===== config.mk =====
export PLATFORM = sky130hd
export DESIGN_NAME = decode_exe_stage
export DESIGN_NICKNAME = d
export VERILOG_FILES = /design/src/rtl/decode_exe_stage.sv
export SDC_FILE = /design/constraint.sdc
export NUM_CORES = 1
export LEC_CHECK = 0
export ABC_AREA = 1
export BUFFER_PORTS_ARGS = -buffer_cell sky130_fd_sc_hd__clkbuf_2
export CAP_MARGIN = 20
export CORE_AREA = 2 2 105 107
export DETAILED_ROUTE_END_ITERATION = 10
export DIE_AREA = 0 0 107 109
export GPL_TIMING_DRIVEN = 0
export PLACE_DENSITY_LB_ADDON = 0.08
export SYNTH_ARGS = -nofsm -noshare
export SYNTH_HDL_FRONTEND = slang
export SYNTH_SLANG_ARGS = --single-unit

===== constraint.sdc =====
create_clock -name clk -period 1.1 [get_ports clk]
set_clock_uncertainty 0.05 [all_clocks]
set_input_delay 0.22 -clock clk [delete_from_list [all_inputs] [get_ports clk]]
set_output_delay 0.22 -clock clk [all_outputs]
set_load 0.005 [all_outputs]

===== src/rtl/decode_exe_stage.sv =====
// decode_exe_stage: D->E pipeline register with stall, flush and valid; optional PIPE_PERF_CNT_EN adds stall/flush counters
module decode_exe_stage #(
  parameter int DATA_W   = 32,
  parameter int REG_AW   = 4,
  parameter int ALUCTL_W = 3,
  parameter int COND_W   = 4,
  parameter int FLAG_W   = 4,
  parameter int CNT_W    = 16
) (
  input  logic                clk,
  input  logic                reset,
  input  logic                stallE,
  input  logic                flushE,
  input  logic                validD,
  input  logic [DATA_W-1:0]   RD1D,
  input  logic [DATA_W-1:0]   RD2D,
  input  logic [DATA_W-1:0]   ExtImmD,
  input  logic [REG_AW-1:0]   RA1D,
  input  logic [REG_AW-1:0]   RA2D,
  input  logic [REG_AW-1:0]   WA3D,
  input  logic [COND_W-1:0]   CondD,
  input  logic [FLAG_W-1:0]   FlagsD,
  input  logic [ALUCTL_W-1:0] ALUControlD,
  input  logic                PCSrcD,
  input  logic                RegWriteD,
  input  logic                MemtoRegD,
  input  logic                MemWriteD,
  input  logic                ALUSrcD,
  input  logic                FlagWriteD,
  output logic                validE,
  output logic [DATA_W-1:0]   RD1E,
  output logic [DATA_W-1:0]   RD2E,
  output logic [DATA_W-1:0]   ExtImmE,
  output logic [REG_AW-1:0]   RA1E,
  output logic [REG_AW-1:0]   RA2E,
  output logic [REG_AW-1:0]   WA3E,
  output logic [COND_W-1:0]   CondE,
  output logic [FLAG_W-1:0]   FlagsE,
  output logic [ALUCTL_W-1:0] ALUControlE,
  output logic                PCSrcE,
  output logic                RegWriteE,
  output logic                MemtoRegE,
  output logic                MemWriteE,
  output logic                ALUSrcE,
  output logic                FlagWriteE
`ifdef PIPE_PERF_CNT_EN
  , output logic [CNT_W-1:0]  stall_cnt,
  output logic [CNT_W-1:0]    flush_cnt
`endif
);
  always_ff @(posedge clk)
    if (reset || flushE) begin
      validE      <= 1'b0;
      RD1E        <= '0;
      RD2E        <= '0;
      ExtImmE     <= '0;
      RA1E        <= '0;
      RA2E        <= '0;
      WA3E        <= '0;
      CondE       <= '0;
      FlagsE      <= '0;
      ALUControlE <= '0;
      PCSrcE      <= 1'b0;
      RegWriteE   <= 1'b0;
      MemtoRegE   <= 1'b0;
      MemWriteE   <= 1'b0;
      ALUSrcE     <= 1'b0;
      FlagWriteE  <= 1'b0;
    end else if (!stallE) begin
      validE      <= validD;
      RD1E        <= RD1D;
      RD2E        <= RD2D;
      ExtImmE     <= ExtImmD;
      RA1E        <= RA1D;
      RA2E        <= RA2D;
      WA3E        <= WA3D;
      CondE       <= CondD;
      FlagsE      <= FlagsD;
      ALUControlE <= ALUControlD;
      PCSrcE      <= PCSrcD & validD;
      RegWriteE   <= RegWriteD & validD;
      MemtoRegE   <= MemtoRegD & validD;
      MemWriteE   <= MemWriteD & validD;
      ALUSrcE     <= ALUSrcD & validD;
      FlagWriteE  <= FlagWriteD & validD;
    end
`ifdef PIPE_PERF_CNT_EN
  always_ff @(posedge clk)
    if (reset) begin
      stall_cnt <= '0;
      flush_cnt <= '0;
    end else begin
      if (flushE && !(&flush_cnt)) flush_cnt <= flush_cnt + CNT_W'(1);
      if (stallE && !flushE && !(&stall_cnt)) stall_cnt <= stall_cnt + CNT_W'(1);
    end
`endif
endmodule


# [After elaboration in Yosys (flattened, before gate mapping)]
# Cells that the tools add are included.
# Widths: inputs -> output; s select.
[classes] reduce_logical=1 n_bitwise=6
[op_table] cell="$and 1x1->1" n=6
[op_table] cell="$logic_or 1x1->1" n=1
[word_totals] in_bits=130 reg_bits=126 output_inout_bits=126

# [Depth between registers and ports, before layout]
[depth] word_depth=1 mapped_depth=6

# [Worst setup path before layout]
# No wires, ideal clock.
[synth_path] path_type="in2reg" start="input flushE" end="register RD1E[0]" t_arrival_ps=923 n_path_buf=3 path_stages=5 setup_slack_ps=61 setup_time_ps=66 cell_sequence="or2_1 buf_6 buf_6 buf_6 a21oi_2"
[synth_between] elab_chain_len=1
[synth_rtl] element="start: declaration" line="13" source="input logic flushE,"
[synth_rtl] element="$logic_or 1x1->1" line="52" source="if (reset || flushE) begin"
[synth_rtl] element="end signal: assignment" line="54" source="RD1E <= '0;"
[synth_rtl] element="end signal: assignment" line="71" source="RD1E <= RD1D;"
[synth_rtl] element="end: declaration" line="31" source="output logic [DATA_W-1:0] RD1E,"
# No other way between the ends.
# A chain may end at the register's enable or synchronous reset.

# [Worst setup path after layout]
[layout_path] start="register ExtImmE[14]" end="output ExtImmE[14]"
[layout_lines] element="start: declaration" line="33" source="output logic [DATA_W-1:0] ExtImmE,"
[layout_lines] element="start signal: assignment" line="73" source="ExtImmE <= ExtImmD;"
# No word-level cell between the ends.

==> flow_metrics.tcl <==
set metrics [dict create \
    max_slew_margin 0.668 \
    syn_area_per_cell_um2 8.24 \
    grt_max_degree 17 \
    start_kind "register" \
    synth_most_common_cell "nand2_1" \
    rsz0062_at_grt "yes" \
    finalCritPeriodShare 1.13 \
    setup_viol 126 \
    tightest_slew_ns 0.498 \
    core-area_mm2 0.0106 \
    cts_buffers 17 \
    drt-total-wl_um 17800 \
    grt_pass1_vias 5303 \
    synth_cell_types 11 \
    initial_core_util 0.425 \
    hp-class "in2reg" \
    required_ns 0.83 \
    dr.first_iter.drc_count 378 \
    io_pins 256 \
    crit_type "reg2out" \
    row_count 38 \
    ir_drop_v 0.000731 \
    num-nets-final 1118 \
    ant_nets 0 \
    antenna_found_initial 1 \
    ys_warn_count 0 \
    period_needed_ns 1.24 \
    final_hold_viol_count 0 \
    crit_arrival_ns 0.97 \
    post-place-ws_ns -0.250 \
    grt_pass1_wl_um 24700 \
    async_reset_ff_frac 0 \
    vias 5473 \
    synth_top_cell_by_area "dfxtp_1" \
    crit_family "flip-flops" \
    ys_seq_elements 126 \
    synth-main-ff-cell "dfxtp_1" \
    cp_slowest_stage_delay_ns 0.35 \
    drive_gt1_frac 0.516 \
    grt_usage 0.269 \
    ys_seq_area_frac 0.560 \
    postSynthCellCount 547 \
    die_h_um 109 \
    overflow 0 \
    netlist_area_mm2 0.00451 \
    place.gp.congestion 0.766 \
    outcome "finished with violations" \
    yosysTopAreaCellShare 0.560 \
    cp_slowest_cell "dfxtp_2" \
    clock_sinks 126 \
    fmax_mhz 807 \
    die-area_mm2 0.0117 \
    total_power_w 0.0116 \
    area_growth_pct 91.9 \
    syn_nets 677 \
    synth_edf_count 0 \
    endpoint_kind "output pin" \
    fp.dieW_um 107 \
    synthTopCellsByCount "nand2_1, dfxtp_1, a21oi_1" \
    hpwl_um 9860 \
    synthTopCellsByArea "dfxtp_1, nand2_1, a21oi_1" \
    wire_per_inst_um 15.6 \
    drc_errors 0 \
    vias_per_cell 4.80 \
    cts_tree "yes" \
    clock_latency_ns 0.51 \
    htreeDepth 4 \
    cp_cell_sequence "buf_6" \
    dp.cells 941 \
    drv_slew 0 \
    violations "setup timing" \
    fin_ws_ns -0.140 \
    final_cells 1140 \
    maxCapViolCount 0 \
    portBuffers 254 \
    path_max_fanout 2 \
    clkSlewWorstSetupHoldPaths_ns 0.06 \
    firstDrtPassIters 6 \
    power_density_mw_per_mm2 1340 \
    cts_buffer_depth 2 \
    fillCellCount 628 \
    cts_root_buffer "clkbuf_8" \
    worst-path-buf-inv 1 \
    p_leak_nw 3.93 \
]
where the power goes:
group          total (W)  switching (W)  internal (W)
Sequential       0.00483      0.0000926       0.00474
Clock            0.00525        0.00189       0.00336
Combinational    0.00153       0.000669      0.000857
kinds of logic (layout without fill, tap and decap cells):
group	Yosys count	in the layout	share of synthesized area
and+or+nand+nor	253	253	0.213
AOI/OAI and AO/OA	126	126	0.173
DFF	126	126	0.560
buffers and inverters	42	494	0.0544
other	0	1	0
sequential cells by signal, indices dropped and copies added (netlist names):
register	flops
validE	1
MemtoRegE	1
RD2E	32
ALUControlE	3
PCSrcE	1
FlagWriteE	1
CondE	4
WA3E	4
RD1E	32
ALUSrcE	1
RegWriteE	1
ExtImmE	32
MemWriteE	1
RA2E	4
FlagsE	4
RA1E	4
cell type report:
cell class	count	area [um2]	area share
Clock buffer	23	467	0.0539
Sequential cell	126	2680	0.310
Buffer	41	240	0.0278
Inverter	1	5.00	0.000578
Timing Repair Buffer	422	3250	0.376
Antenna cell	1	2.50	0.000289
Multi-Input combinational cell	379	1740	0.201
Clock inverter	7	87.6	0.0101
Tap cell	140	175	0.0202
metal layers:
| layer | wire length (um) | global-route usage |
|---|---|---|
| met1 | 6460 | 0.277 |
| met2 | 9320 | 0.494 |
| met5 | 0 | 0 |
| met4 | 669 | 0.127 |
| met3 | 1370 | 0.0885 |
through the flow:
stage                     utilization  hold slack [ns]  area, um2  setup TNS (ns)
after floorplan                     -            0.314       4510               0
after global placement          0.562            0.400       5950          -17.13
after detailed placement        0.562            0.407       5950          -16.76
after CTS                       0.761            0.159       8070          -16.41
after global routing            0.816            0.172       8650          -18.53
final                           0.816            0.174       8650          -14.47
layout by cell type (no fill, tap or decap):
cell / netlist / final
clkinv_2: 1 / 5
nand3_1: 6 / 6
clkinvlp_4: 0 / 1
a21oi_1: 86 / 86
buf_2: 12 / 12
clkbuf_2: 0 / 189
clkbuf_16: 0 / 16
clkbuf_1: 16 / 19
a21oi_2: 40 / 40
buf_4: 7 / 49
diode_2: 0 / 1
or2_1: 1 / 1
dfxtp_2: 0 / 126
nand2_1: 246 / 246
clkbuf_8: 0 / 4
dlygate4sd3_1: 0 / 126
bufinv_16: 0 / 2
buf_6: 6 / 71
timing repair:
action                     CTS  global route
setup buffers               19            23
setup endpoints to repair  126           126
hold endpoints to repair   126             0
hold buffers               126             0
gates resized for setup    126           113
worst paths after layout:
path	from	endpoint	slack, ns	cells past startpoint
setup / recovery	ExtImmE[14]	ExtImmE[14]	-0.14	1
hold reg to reg	ExtImmE[16]	ExtImmE[16]	0.41	2
setup reg to reg	ExtImmE[10]	ExtImmE[10]	0.19	4
hold / removal	stallE	RegWriteE	0.17	4
(Power assumes the default switching activity.)
